===== config.mk =====
export PLATFORM = sky130hd
export DESIGN_NAME = fast_score_unit_flat
export DESIGN_NICKNAME = d
export VERILOG_FILES = /design/src/rtl/fast_score_unit_if.sv /design/src/rtl/fast_score_unit.sv /design/src/flat_wrapper.sv
export SDC_FILE = /design/constraint.sdc
export NUM_CORES = 2
export LEC_CHECK = 0
export BUFFER_PORTS_ARGS = -buffer_cell sky130_fd_sc_hd__buf_2
export CAP_MARGIN = 20
export CORE_MARGIN = 8
export CORE_UTILIZATION = 40
export CTS_BUF_LIST = sky130_fd_sc_hd__clkbuf_2
export CTS_CLUSTER_SIZE = 28
export DETAILED_ROUTE_END_ITERATION = 16
export PLACE_DENSITY = 0.65
export SYNTH_ARGS = -nofsm -noshare
export SYNTH_HDL_FRONTEND = slang
export SYNTH_SLANG_ARGS = --single-unit

===== constraint.sdc =====
create_clock -name clock -period 35.1 [get_ports clock]
set_input_delay 1.755 -clock clock [delete_from_list [all_inputs] [get_ports clock]]
set_output_delay 1.755 -clock clock [all_outputs]
set_load 0.01 [all_outputs]

===== src/rtl/fast_score_unit_if.sv =====
// fast_score_unit_if: control, image-read and score-write signals of the FAST scorer.
// The slave side is the scorer; the master side is whoever owns the memories and start.
interface fast_score_unit_if;
   logic        start;
   logic [7:0]  threshold;
   logic [14:0] pixAddr;
   logic [7:0]  pixData;
   logic [14:0] scoreAddr;
   logic [7:0]  scoreData;
   logic        scoreWe;
   logic        busy;
   logic        done;
   modport master (
      output start, threshold, pixData,
      input  pixAddr, scoreAddr, scoreData, scoreWe, busy, done
   );
   modport slave (
      input  start, threshold, pixData,
      output pixAddr, scoreAddr, scoreData, scoreWe, busy, done
   );
endinterface


===== src/rtl/fast_score_unit.sv =====
// fast_score_unit: raster-scans a stored image, runs the FAST-9 segment test on every
// pixel and writes one 8-bit corner score per pixel (border pixels score 0).
module fast_score_unit #(
   parameter int WIDTH  = 180,
   parameter int HEIGHT = 180
) (
   input logic clock,
   input logic nReset,
   fast_score_unit_if.slave bus
);
   typedef enum logic [2:0] {IDLE, BORDER, FETCH, LAST, EVAL, WRITE, DONE} state_t;
   localparam logic [14:0] XMAX  = 15'(WIDTH - 1);
   localparam logic [14:0] XHI   = 15'(WIDTH - 4);
   localparam logic [14:0] YHI   = 15'(HEIGHT - 4);
   localparam logic [14:0] LASTA = 15'(WIDTH * HEIGHT - 1);
   localparam int OFFS [16] = '{
      -3*WIDTH, -3*WIDTH+1, -2*WIDTH+2, -WIDTH+3, 3, WIDTH+3, 2*WIDTH+2, 3*WIDTH+1,
      3*WIDTH, 3*WIDTH-1, 2*WIDTH-2, WIDTH-3, -3, -WIDTH-3, -2*WIDTH-2, -3*WIDTH-1
   };
   state_t state;
   logic [14:0] refAddr, x, y, nx, ny;
   logic [4:0] j;
   logic [7:0] thr, c, score;
   logic [7:0] p [16];
   logic [15:0] bright, dark;
   logic [11:0] sB, sD, sMax;
   logic corner, nInt;

   function automatic logic arc9(input logic [15:0] m);
      logic [31:0] d;
      d = {m, m};
      arc9 = 1'b0;
      for (int i = 0; i < 16; i++) arc9 |= &d[i +: 9];
   endfunction

   always_comb begin
      nx = (x == XMAX) ? '0 : x + 15'd1;
      ny = (x == XMAX) ? y + 15'd1 : y;
      nInt = nx >= 15'd3 && nx <= XHI && ny >= 15'd3 && ny <= YHI;
   end

   always_comb begin
      bright = '0;
      dark = '0;
      sB = '0;
      sD = '0;
      for (int k = 0; k < 16; k++) begin
         bright[k] = {1'b0, p[k]} > {1'b0, c} + {1'b0, thr};
         dark[k] = {1'b0, p[k]} + {1'b0, thr} < {1'b0, c};
         if (bright[k]) sB = sB + {4'b0, p[k]} - {4'b0, c} - {4'b0, thr};
         if (dark[k]) sD = sD + {4'b0, c} - {4'b0, p[k]} - {4'b0, thr};
      end
      corner = arc9(bright) || arc9(dark);
      sMax = (sB > sD) ? sB : sD;
      score = !corner ? 8'd0 : (sMax > 12'd255) ? 8'hFF : sMax[7:0];
   end

   always_ff @(posedge clock or negedge nReset) begin
      if (!nReset) begin
         state <= IDLE;
         refAddr <= '0;
         x <= '0;
         y <= '0;
         j <= '0;
         thr <= '0;
         c <= '0;
         for (int k = 0; k < 16; k++) p[k] <= '0;
         bus.pixAddr <= '0;
         bus.scoreAddr <= '0;
         bus.scoreData <= '0;
         bus.scoreWe <= 1'b0;
         bus.busy <= 1'b0;
         bus.done <= 1'b0;
      end else begin
         bus.scoreWe <= 1'b0;
         bus.done <= 1'b0;
         case (state)
            // pixel 0 has x=0, so it is always a border pixel
            IDLE: if (bus.start) begin
               thr <= bus.threshold;
               refAddr <= '0;
               x <= '0;
               y <= '0;
               bus.busy <= 1'b1;
               bus.scoreWe <= 1'b1;
               bus.scoreData <= '0;
               bus.scoreAddr <= '0;
               state <= BORDER;
            end
            // issue j is presented now; the data arriving is issue j-1
            FETCH: begin
               if (j == 5'd1) c <= bus.pixData;
               else if (j != 5'd0) p[4'(j - 5'd2)] <= bus.pixData;
               if (j == 5'd16) state <= LAST;
               else bus.pixAddr <= 15'(int'(refAddr) + OFFS[j[3:0]]);
               j <= j + 5'd1;
            end
            LAST: begin
               p[15] <= bus.pixData;
               state <= EVAL;
            end
            EVAL: begin
               bus.scoreWe <= 1'b1;
               bus.scoreData <= score;
               bus.scoreAddr <= refAddr;
               state <= WRITE;
            end
            BORDER, WRITE: if (refAddr == LASTA) begin
               bus.busy <= 1'b0;
               bus.done <= 1'b1;
               state <= DONE;
            end else begin
               refAddr <= refAddr + 15'd1;
               x <= nx;
               y <= ny;
               j <= '0;
               if (nInt) begin
                  bus.pixAddr <= refAddr + 15'd1;
                  state <= FETCH;
               end else begin
                  bus.scoreWe <= 1'b1;
                  bus.scoreData <= '0;
                  bus.scoreAddr <= refAddr + 15'd1;
                  state <= BORDER;
               end
            end
            default: state <= IDLE;
         endcase
      end
   end
endmodule


===== src/flat_wrapper.sv =====
// flat-port wrapper written by rule: the top's interface ports become plain ports
module fast_score_unit_flat 
#(
   parameter int WIDTH  = 180,
   parameter int HEIGHT = 180
)
  (clock, nReset, bus_start, bus_threshold, bus_pixData, bus_pixAddr, bus_scoreAddr, bus_scoreData, bus_scoreWe, bus_busy, bus_done);
  fast_score_unit_if bus_i ();
  input logic clock;
  input logic nReset;
  input wire logic [$bits(bus_i.start)-1:0] bus_start;
  input wire logic [$bits(bus_i.threshold)-1:0] bus_threshold;
  input wire logic [$bits(bus_i.pixData)-1:0] bus_pixData;
  output wire logic [$bits(bus_i.pixAddr)-1:0] bus_pixAddr;
  output wire logic [$bits(bus_i.scoreAddr)-1:0] bus_scoreAddr;
  output wire logic [$bits(bus_i.scoreData)-1:0] bus_scoreData;
  output wire logic [$bits(bus_i.scoreWe)-1:0] bus_scoreWe;
  output wire logic [$bits(bus_i.busy)-1:0] bus_busy;
  output wire logic [$bits(bus_i.done)-1:0] bus_done;
  assign bus_i.start = bus_start;
  assign bus_i.threshold = bus_threshold;
  assign bus_i.pixData = bus_pixData;
  assign bus_pixAddr = bus_i.pixAddr;
  assign bus_scoreAddr = bus_i.scoreAddr;
  assign bus_scoreData = bus_i.scoreData;
  assign bus_scoreWe = bus_i.scoreWe;
  assign bus_busy = bus_i.busy;
  assign bus_done = bus_i.done;
  fast_score_unit #(.WIDTH(WIDTH), .HEIGHT(HEIGHT)) u_core (.clock(clock), .nReset(nReset), .bus(bus_i));
endmodule

==> flow_summary.ini <==
[logic_synthesis]
avgSynthCellArea_sq_um = 8.42
syn_nets = 8129
synthArstFlopShare_pct = 100
synthDominantCellAreaShare_pct = 19.7
ys_ff_latch = 238
ys_warn_count = 0
ys_types = 118
netlist.top_cell.by_area = ha_1
synth-edff-count = 0
synth_common_cells = ha_1, inv_1, nand2_1, fa_1, a21oi_1
ys.flop_type = dfrtp_1
syn_area_sq_um = 56600
ys_seq_area_share_pct = 10.5
synth_most_common_cell = ha_1
syn_inst = 6721
yosys-top-cells-area = ha_1, fa_1, dfrtp_1

[drt]
firstDrtPassIters = 6
routedWlPerCell_microns = 22.9
viasPerCell = 5.86
drt-initial-drc-count = 4554
drc = 0
ant_nets = 0
drt_wl_total_microns = 205000
vias = 52400

[cells_and_area]
area_delta_synth_final_pct = 13.3
drive_gt1_share_pct = 14.6
fin_nets = 8401
multi_input_area_sq_um = 49600
seq_area_sq_um = 5990
fill_cells = 13800

[worst_setup_path]
cpPeakStageDelay_ns = 0.60
cp.arrival_ns = 35.00
crit_path_max_fanout = 5
cpMostUsedCell = fa_1
worst_setup_path_start_kind = flip-flop
worstSetupPathType = flip-flop to flip-flop
crit_path_top_delay_cell = fa_2
end_kind = flip-flop
worstPathRequired_ns = 36.23

[sta]
fin_ws_ns = 1.23
worst_pin_slew_ns = 1.22
finalHoldViolations = 0
skew_ns = 0.105
layout_min_cycle_time_ns = 33.87
setup-violations-final = 0
slew_headroom_pct = 17.7
slew_violations = 0
fmax_mhz = 29.5
finalCritPeriodShare_pct = 96.5

[clocking]
clockRootBuffer = clkbuf_2
cts_tree = yes
clock_sinks = 238
cts_max_level = 3
insertion_delay_ns = 1.28
hold_buffers = 0
clockBufferDepth = 3
path_clk_slew_ns = 0.13
cts-buffers-inserted = 68

[global_routing]
grt.overflow.total = 0
track_usage_pct = 25.8
grt_pass1_wl_microns = 307000
globalRouteMet3Util_pct = 3.69
met1_usage_pct = 35.3
grt_max_degree = 67
top_usage_layer = met2
grtUsageMet2_pct = 40.6
antenna_found_initial = 7
grt_pass1_vias = 50800

[floorplan]
dieArea_sq_um = 154000
die_w_microns = 392
rows = 138
ios = 60
die_y_microns = 392
start_util_pct = 40.1
core_sq_um = 141000

[placed_design]
gp_congestion = 1.01
dp_hpwl_microns = 160000
pre_cts_ws_ns = -0.548
portBuffers = 59

[run]
maxCapViolCount = 0

[outcome]
outcome = completed

[min_path]
hold_class = input pin to async pin
## cells in the final DEF, fill, tap and decap left out, types with 59 or more instances in the layout
cell type	netlist	routed
o21ai_0	469	429
dfrtp_1	238	221
o21a_1	74	74
nor3_1	113	103
a21oi_1	472	418
inv_1	737	722
buf_4	8	314
xor2_1	147	139
a211oi_1	62	59
clkbuf_2	3	87
xnor2_1	289	271
nor2b_1	65	62
o21bai_1	100	98
fa_1	497	491
nand2_1	515	510
nor2_1	469	459
nand3_1	111	107
a21o_1	189	189
ha_1	892	798
mux2_2	93	87
ha_4	0	87
nand2b_1	70	67
a31oi_1	70	59
## per-stage QoR
step / hold slack (ns) / area, sq um / utilization (%) / TNS [ns] / instances
floorplan: 0.471 / 56700 / - / 0 / 6721
CTS: 0.320 / 61400 / 43.6 / 0 / 8863
detailed placement: 0.456 / 60600 / 43.0 / -4.09 / 8748
global route: 0.409 / 64100 / 45.5 / -1.53 / 8932
finish: 0.430 / 64100 / 45.5 / 0 / 8935
global placement: 0.449 / 60600 / 43.0 / -0.337 / 8746
## registers in the layout, summed over array words and instances, names as in the netlist
| signal | cells |
|---|---|
| u_core.p | 128 |
| u_core.bus.pixAddr | 15 |
| u_core.bus.scoreAddr | 15 |
| u_core.refAddr | 15 |
| u_core.x | 15 |
| u_core.y | 15 |
| u_core.bus.scoreData | 8 |
| u_core.c | 8 |
| u_core.thr | 8 |
| u_core.j | 5 |
| u_core.state | 3 |
| u_core.bus.busy | 1 |
| u_core.bus.done | 1 |
| u_core.bus.scoreWe | 1 |
## worst max-delay path, delay by kind of cell, from the launching register on
| kind | cells | cell delay (ns) |
|---|---|---|
| AND/OR/NAND/NOR | 17 | 2.91 |
| AO/OA/AOI/OAI | 30 | 4.57 |
| buffers and inverters | 31 | 2.27 |
| flip-flops | 1 | 0.47 |
| adder cells (fa/ha/maj) | 48 | 19.97 |
| XOR/XNOR | 15 | 1.92 |
| multiplexers | 6 | 1.58 |
## what timing repair did
| action | CTS | global route |
|---|---|---|
| buffers inserted | 1 | 62 |
| setup endpoints to repair | 8 | 8 |
| gates resized for setup | 24 | 379 |
| pin swaps | 8 | 134 |
## layout make-up
class | instances | share of cell area, %
clock buffers | 87 | 0.679
well taps | 1890 | 3.69
diodes | 8 | 0.0312
repair buffers | 379 | 4.26
inverters | 740 | 4.39
flip-flops and latches | 238 | 9.35
multi-input cells | 5566 | 77.3
clock inverters | 27 | 0.293
## kinds of logic (layout without fill, tap and decap cells)
group	after synthesis	in the layout	share of synthesized area, %
flops	238	238	10.5
fa+ha+maj	1393	1393	37.4
xor+xnor	448	448	7.20
buf+inv	917	1233	6.18
other cells	0	8	0
compound gates	1899	1899	21.9
simple gates	1690	1690	14.2
mux	136	136	2.61
## worst paths after layout
kind / slack, ns / start / endpoint / cells past startpoint
worst max-delay path: 1.23 / u_core.thr[1] / u_core.bus.scoreData[5] / 147
worst min register to register: 0.47 / u_core.bus.scoreAddr[4] / u_core.bus.scoreAddr[4] / 2
worst max register to register: 1.23 / u_core.thr[1] / u_core.bus.scoreData[5] / 147
worst min-delay path: 0.43 / nReset / u_core.bus.scoreData[0] / 1
max in group asynchronous: 33.12 / nReset / u_core.thr[3] / 2
min in group clock: 0.47 / u_core.bus.scoreAddr[4] / u_core.bus.scoreAddr[4] / 2
## per-layer routing
layer	wire, microns	vias up
li1	-	24100
met1	88700	25600
met2	90100	2167
met3	16200	485
met4	9820	0
met5	0	-
Power is not shown: default switching activity piles up to over one toggle a cycle in this logic, so the estimate is an artifact.
